==> config.mk <==
export PLATFORM = sky130hd
export DESIGN_NAME = serial_adder_ctrl
export DESIGN_NICKNAME = d
export VERILOG_FILES = /design/src/rtl/serial_adder_ctrl.sv
export SDC_FILE = /design/constraint.sdc
export NUM_CORES = 1
export LEC_CHECK = 0
export CORE_UTILIZATION = 35
export CTS_CLUSTER_SIZE = 12
export DETAILED_ROUTE_END_ITERATION = 7
export PLACE_DENSITY = 0.67
export RECOVER_POWER = 25
export SLEW_MARGIN = 0
export SYNTH_ARGS = -nofsm -noshare
export SYNTH_HDL_FRONTEND = slang
export SYNTH_SLANG_ARGS = --single-unit
==> constraint.sdc <==
create_clock -name clk -period 1.9 [get_ports clk]
set_input_delay 0.38 -clock clk [delete_from_list [all_inputs] [get_ports clk]]
set_output_delay 0.38 -clock clk [all_outputs]
set_load 0.01 [all_outputs]
==> src/rtl/serial_adder_ctrl.sv <==
// serial_adder_ctrl -- bit-serial W-bit adder.
// A single full-adder slice (two half-adder stages plus a carry flop) is
// stepped over the operands LSB first, one bit per RUN cycle, under a small
// IDLE -> RUN -> DONE state machine with a start/done handshake.
// Optional feature macro: SERIAL_ADDER_SUB_EN adds a 'sub' input that turns
// the operation into A - B (two's complement: inverted B, carry-in of 1).
module serial_adder_ctrl #(
    parameter int W = 4
) (
    input  logic         clk,
    input  logic         rst,
    input  logic         start,
    input  logic [W-1:0] a,
    input  logic [W-1:0] b,
`ifdef SERIAL_ADDER_SUB_EN
    input  logic         sub,
`endif
    output logic         busy,
    output logic         done,
    output logic [W-1:0] sum,
    output logic         cout
);

    // One extra counter bit keeps W=1 from wrapping before the compare.
    localparam int               CNT_W    = $clog2(W) + 1;
    localparam logic [CNT_W-1:0] LAST_CNT = CNT_W'(W - 1);

    typedef enum logic [1:0] {
        S_IDLE = 2'd0,
        S_RUN  = 2'd1,
        S_DONE = 2'd2
    } state_e;

    state_e           state_q, state_d;
    logic [CNT_W-1:0] cnt_q,   cnt_d;
    logic             carry_q, carry_d;
    logic [W-1:0]     a_sh_q,  a_sh_d;
    logic [W-1:0]     b_sh_q,  b_sh_d;
    logic [W-1:0]     res_q,   res_d;
    logic [W-1:0]     sum_q,   sum_d;
    logic             cout_q,  cout_d;

    logic             b_invert;   // invert B bits entering the slice
    logic             carry_init; // carry loaded on an accepted start
    logic             last_bit;   // this RUN cycle handles the MSB

    // Full-adder slice signals
    logic             slice_a, slice_b;
    logic             ha0_s, ha0_c, ha1_s, ha1_c;
    logic             slice_s, slice_c;
    logic [W-1:0]     res_shift;

`ifdef SERIAL_ADDER_SUB_EN
    logic             sub_q, sub_d;
    assign b_invert   = sub_q;
    assign carry_init = sub;
`else
    assign b_invert   = 1'b0;
    assign carry_init = 1'b0;
`endif

    assign last_bit = (cnt_q == LAST_CNT);

    // State and datapath registers; reset clears every flop, mid-op included.
    always_ff @(posedge clk) begin
        if (rst) begin
            // NOTE: the operand/result shift registers are reset too, so a reset mid-op leaves nothing stale behind.
            state_q <= S_IDLE;
            cnt_q   <= '0;
            carry_q <= 1'b0;
            a_sh_q  <= '0;
            b_sh_q  <= '0;
            res_q   <= '0;
            sum_q   <= '0;
            cout_q  <= 1'b0;
`ifdef SERIAL_ADDER_SUB_EN
            sub_q   <= 1'b0;
`endif
        end else begin
            // NOTE: non-blocking assignments so every flop samples pre-edge values.
            state_q <= state_d;
            cnt_q   <= cnt_d;
            carry_q <= carry_d;
            a_sh_q  <= a_sh_d;
            b_sh_q  <= b_sh_d;
            res_q   <= res_d;
            sum_q   <= sum_d;
            cout_q  <= cout_d;
`ifdef SERIAL_ADDER_SUB_EN
            sub_q   <= sub_d;
`endif
        end
    end

    // Next-state logic: accept start only in IDLE, W RUN cycles, one DONE cycle.
    always_comb begin
        // NOTE: default first so no path through the case leaves state_d unassigned (no latch).
        state_d = state_q;
        unique case (state_q)
            S_IDLE:  if (start)    state_d = S_RUN;
            S_RUN:   if (last_bit) state_d = S_DONE;
            S_DONE:                state_d = S_IDLE;
            default:               state_d = S_IDLE;
        endcase
    end

    // Full-adder slice from two half-adder stages on the current LSBs.
    always_comb begin
        slice_a   = a_sh_q[0];
        slice_b   = b_sh_q[0] ^ b_invert;
        ha0_s     = slice_a ^ slice_b;
        ha0_c     = slice_a & slice_b;
        ha1_s     = ha0_s ^ carry_q;
        ha1_c     = ha0_s & carry_q;
        slice_s   = ha1_s;
        slice_c   = ha0_c | ha1_c;
        // New sum bit enters at the MSB; after W shifts bit 0 is at position 0.
        res_shift = (res_q >> 1) | (W'(slice_s) << (W - 1));
    end

    // Datapath updates: capture on start, shift while running, publish on last bit.
    always_comb begin
        cnt_d   = cnt_q;
        carry_d = carry_q;
        a_sh_d  = a_sh_q;
        b_sh_d  = b_sh_q;
        res_d   = res_q;
        sum_d   = sum_q;
        cout_d  = cout_q;
`ifdef SERIAL_ADDER_SUB_EN
        sub_d   = sub_q;
`endif
        unique case (state_q)
            S_IDLE: begin
                if (start) begin
                    a_sh_d  = a;
                    b_sh_d  = b;
                    carry_d = carry_init;
                    cnt_d   = '0;
                    res_d   = '0;
`ifdef SERIAL_ADDER_SUB_EN
                    sub_d   = sub;
`endif
                end
            end
            S_RUN: begin
                a_sh_d  = a_sh_q >> 1;
                b_sh_d  = b_sh_q >> 1;
                carry_d = slice_c;
                cnt_d   = cnt_q + CNT_W'(1);
                res_d   = res_shift;
                // Visible result changes only on the way into DONE.
                if (last_bit) begin
                    sum_d  = res_shift;
                    cout_d = slice_c;
                end
            end
            default: ;
        endcase
    end

    // Outputs decoded from state; result comes straight from its holding flops.
    always_comb begin
        busy = (state_q == S_RUN);
        done = (state_q == S_DONE);
        sum  = sum_q;
        cout = cout_q;
    end

endmodule

# Word level (Yosys, flattened, before mapping)
# Index checks and enable logic that the tools add are counted.
dict set report totals {
  regBits 23
  output_inout_bits 7
  wordCells 38
}
dict set report op_classes {
  addsub 1
  eq_ne 5
  n_mux 13
  bitwise 6
  reduce_logical 5
}
# op count
set op_table {}
lappend op_table {{one-hot mux 4 bit (2 select lines)} 3}
lappend op_table {{two-way mux 4 bit} 3}
lappend op_table {{one-hot mux 3 bit (2 select lines)} 1}
lappend op_table {{AND reduction 2 bit} 3}
lappend op_table {{two-way mux 2 bit} 2}
lappend op_table {{bitwise OR 3 x 4 -> 4 bit} 1}
lappend op_table {{one-hot mux 2 bit (2 select lines)} 1}
lappend op_table {{adder 3 x 1 -> 3 bit (second input constant)} 1}
lappend op_table {{equality test 3 x 2 -> 1 bit (second input constant)} 1}
lappend op_table {{two-way mux 3 bit} 1}
lappend op_table {{AND 1 bit} 2}
lappend op_table {{equality test 2 x 1 -> 1 bit (second input constant)} 1}
lappend op_table {{equality test 2 bit (second input constant)} 1}
lappend op_table {{logical NOT 2 bit} 1}
lappend op_table {{inequality test 2 x 1 -> 1 bit (second input constant)} 1}
lappend op_table {{inequality test 2 bit (second input constant)} 1}
lappend op_table {{one-hot mux 1 bit (2 select lines)} 1}
lappend op_table {{nonzero test 2 bit} 1}
lappend op_table {{bitwise XOR 1 bit} 2}
lappend op_table {{two-way mux 1 bit} 1}
lappend op_table {{bitwise OR 1 bit} 1}

# Depth between registers and ports, before layout
dict set report logic_depth {
  ltp_word 4
  depth_mapped 5
}

# Worst setup path before layout
# No wires, ideal clock.
dict set report synth_timing {
  kind {reg2reg}
  from {register cnt_q[0]}
  to {register sum_q[0] (netlist: sum[0])}
  setup_ns 0.132
  arrival_ns 1.032
  required_ns 1.768
  slack_ns 0.736
  path_stages_with_launch 6
  path_buffers 0
  period_less_slack_ns 1.164
  path_cell_list {dfxtp_1 ha_1 ha_1 nand3b_1 nand2_1 a21oi_1}
}
dict set report synth_via {
  elab_chain_len 2
}
# element line
set synth_rtl {}
lappend synth_rtl {{start, declared} 35} ;# logic [CNT_W-1:0] cnt_q, cnt_d;
lappend synth_rtl {{start signal, assigned} 82} ;# cnt_q <= cnt_d;
lappend synth_rtl {{equality test 3 x 2 -> 1 bit} 62} ;# assign last_bit = (cnt_q == LAST_CNT);
lappend synth_rtl {{AND reduction 2 bit (no source line)} n/a}
lappend synth_rtl {{end signal, assigned} 87} ;# sum_q <= sum_d;
lappend synth_rtl {{end, declared} 40} ;# logic [W-1:0] sum_q, sum_d;
# Every way passes these cells.
# A chain may end at the register's enable or synchronous reset.

# Worst setup path in the final report
dict set report layout_timing {
  from {register state_q[1]}
  to {output port done}
}
dict set report layout_via {
  elab_chain_len 1
}
# element line
set layout_rtl {}
lappend layout_rtl {{start, declared} 34} ;# state_e state_q, state_d;
lappend layout_rtl {{start signal, assigned} 81} ;# state_q <= state_d;
lappend layout_rtl {{equality test 2 bit} 165} ;# done = (state_q == S_DONE);
lappend layout_rtl {{end, declared} 19} ;# output logic done,
# Every way passes these cells.

==> out/results.ini <==
[floorplanning]
rows=18
fp.dieW_um=53.5
pin_count=18
die_h_um=53.5
initial_core_util=0.371
dieArea_mm2=0.00286
coreArea_mm2=0.00250

[finish]
mostFrequentLayoutCells=dfxtp_1 (21), nor2_1 (16), clkdlybuf4s50_1 (16)
final_common_cell=dfxtp_1
diodes=0
final_cells=142
finalCoreUtilization=0.453
nets=127
area_growth_pct=22.1
drive_above_1_share=0.0804

[cts]
cts.path.max_buffers=2
h-tree-depth=1
clkTransAtPathRegs_ps=120
cts_root_buf=clkbuf_4
cts.repair.resized=1
cts_setup_buffers=0
cts_tree=built
clock_sinks=22
cts_made_buffers=3
hold_buffers=0
clock_latency_ps=300

[critical_path]
rr_endpoint=a_sh_q[3]$_SDFFE_PP0P_
critPathCaptureType=output pin
rr_startpoint=state_q[0]$_SDFFE_PP0P_
crit_fanout=10
worst-path-buf-inv=1
required_ps=1520
r2r_cells=4
arrival_ps=1430
worst_path_dominant_cell_family=buffers and inverters
worstSetupStartpointType=flip-flop
critPathLaunch=state_q[1]$_SDFFE_PP0P_
slowest_stage=clkdlybuf4s50_1
max_stage_delay_ps=530
crit_chain=nor2b_1 -> clkdlybuf4s50_1
rrSetupSlack_ps=440
critPathKind=flip-flop to output pin

[timing]
relSlewSlack=0.539
finalClockSkew_ps=10.1
finalCritPeriodShare=0.954
fmax_mhz=551
slew_violations=0
tightest_slew_ps=690
timing_hold_violations_final=0
min_period_ps=1810
setup_tns_ps=0
setup_viol_count_final=0
grt_setup_unrepaired=false

[detailed_routing]
wl_per_cell_um=11.5
ant_nets=0
wl_um=1630
drtIter0Drc=11
drt-pass1-iter-count=4
vias=700
viasPerCell=4.93
drc=0

[run_status]
outcome=completed

[placement]
io_buffers=17
gp_congestion=0.673
dp_cells=138
post-dp-hpwl_um=1230

[global_routing]
antenna_found_initial=0
grt_max_degree=17
overflow=0
grt_pass1_wl_um=2700
first_global_vias=628
track_usage=0.134

[min_path]
hold_path.class=flip-flop to flip-flop
min_path_cells=2
min_delay_worst_endpoint=sum[2]$_SDFFE_PP0P_
min_from=sum[2]$_SDFFE_PP0P_

[power_and_ir_drop]
peakVddDrop_uv=599
p_leak_nw=0.422
power_density_mw_per_mm2=750

[flow_run]
drv_cap=0

[synthesis]
yosys.area.top_type=dfxtp_1
syn-num-nets=108
netlist_instances=94
synth.top_cell.area_share=0.475
synth.distinct_cells=21
synth.avg_cell_area_um2=9.86
ys_seq_area_frac=0.475
syn-cell-area_um2=927
synth-seq-cells=22
synthTopCellsByArea=dfxtp_1 (48%), a22oi_1 (6.5%), nor2_1 (6.5%)
ys_warn_count=0

## per-stage QoR
stage	worst slack (ps)	power (mW)	hold slack [ps]	cell area (um2)
after floorplan	736	0.576	443	927
after global placement	341	0.612	447	1100
after detailed placement	307	0.614	449	1100
after CTS	63.6	0.864	470	1140
after global routing	17.8	0.892	487	1130
final	86.5	0.849	466	1130
## layout make-up
class                   count  area (um2)
clock buffers               4        36.3
fillers                   237        1370
inverters                   2        7.51
multi-input cells          64         417
flip-flops and latches     22         442
well taps                  30        37.5
repair buffers             20         193
## cell usage after synthesis (all sizes together)
library cell and number:
nor4 2, nor2 16, inv 2, nor4b 2
clkbuf 2, a211oi 6, nand3 5, o21bai 1
nor3b 3, a21oi 5, nand3b 1, fa 1
o21ba 1, nand2 5, mux2i 4, a22oi 8
buf 4, dfxtp 22, nor2b 2, ha 2
## how the worst max path moves through the flow
stage,cells after the start,end
floorplan,5,sum[0]$_SDFFE_PP0P_
global placement,2,done
detailed placement,2,done
CTS,2,done
global route,2,done
finish,2,done
## tightest hold or removal path, stage by stage, from the launching register on
cell and delay, ps:
dfxtp_1 330, nand2_1 50, a21oi_1 50
## state kept, by name, summed over array words and instances (netlist names)
name,flops
a_sh_q,4
b_sh_q,4
sum,4
cnt_q,3
res_q,3
state_q,2
carry_q,1
cout,1
## power breakdown
group          total (mW)  leakage, nW  internal, mW  switching, mW
clock network       0.249       0.0210         0.117          0.132
registers           0.494        0.180         0.481         0.0126
logic               0.106        0.221        0.0550         0.0507
total               0.849        0.422         0.653          0.196
## layer usage
layer  global-route usage  vias to the layer above  share of wire
met2                0.213                        9           0.45
li1                     -                      372              -
met3               0.0345                        2          0.030
met5                    0                        -              0
met4               0.0526                        0         0.0067
met1                0.171                      317           0.51
## cells by family after synthesis
kind of cell,count (synthesis),synth area share
simple gates,36,0.198
fa+ha+maj,3,0.0486
flops,22,0.475
mux,4,0.0432
compound gates,21,0.170
buf+inv,8,0.0648
(Power assumes the default switching activity.)
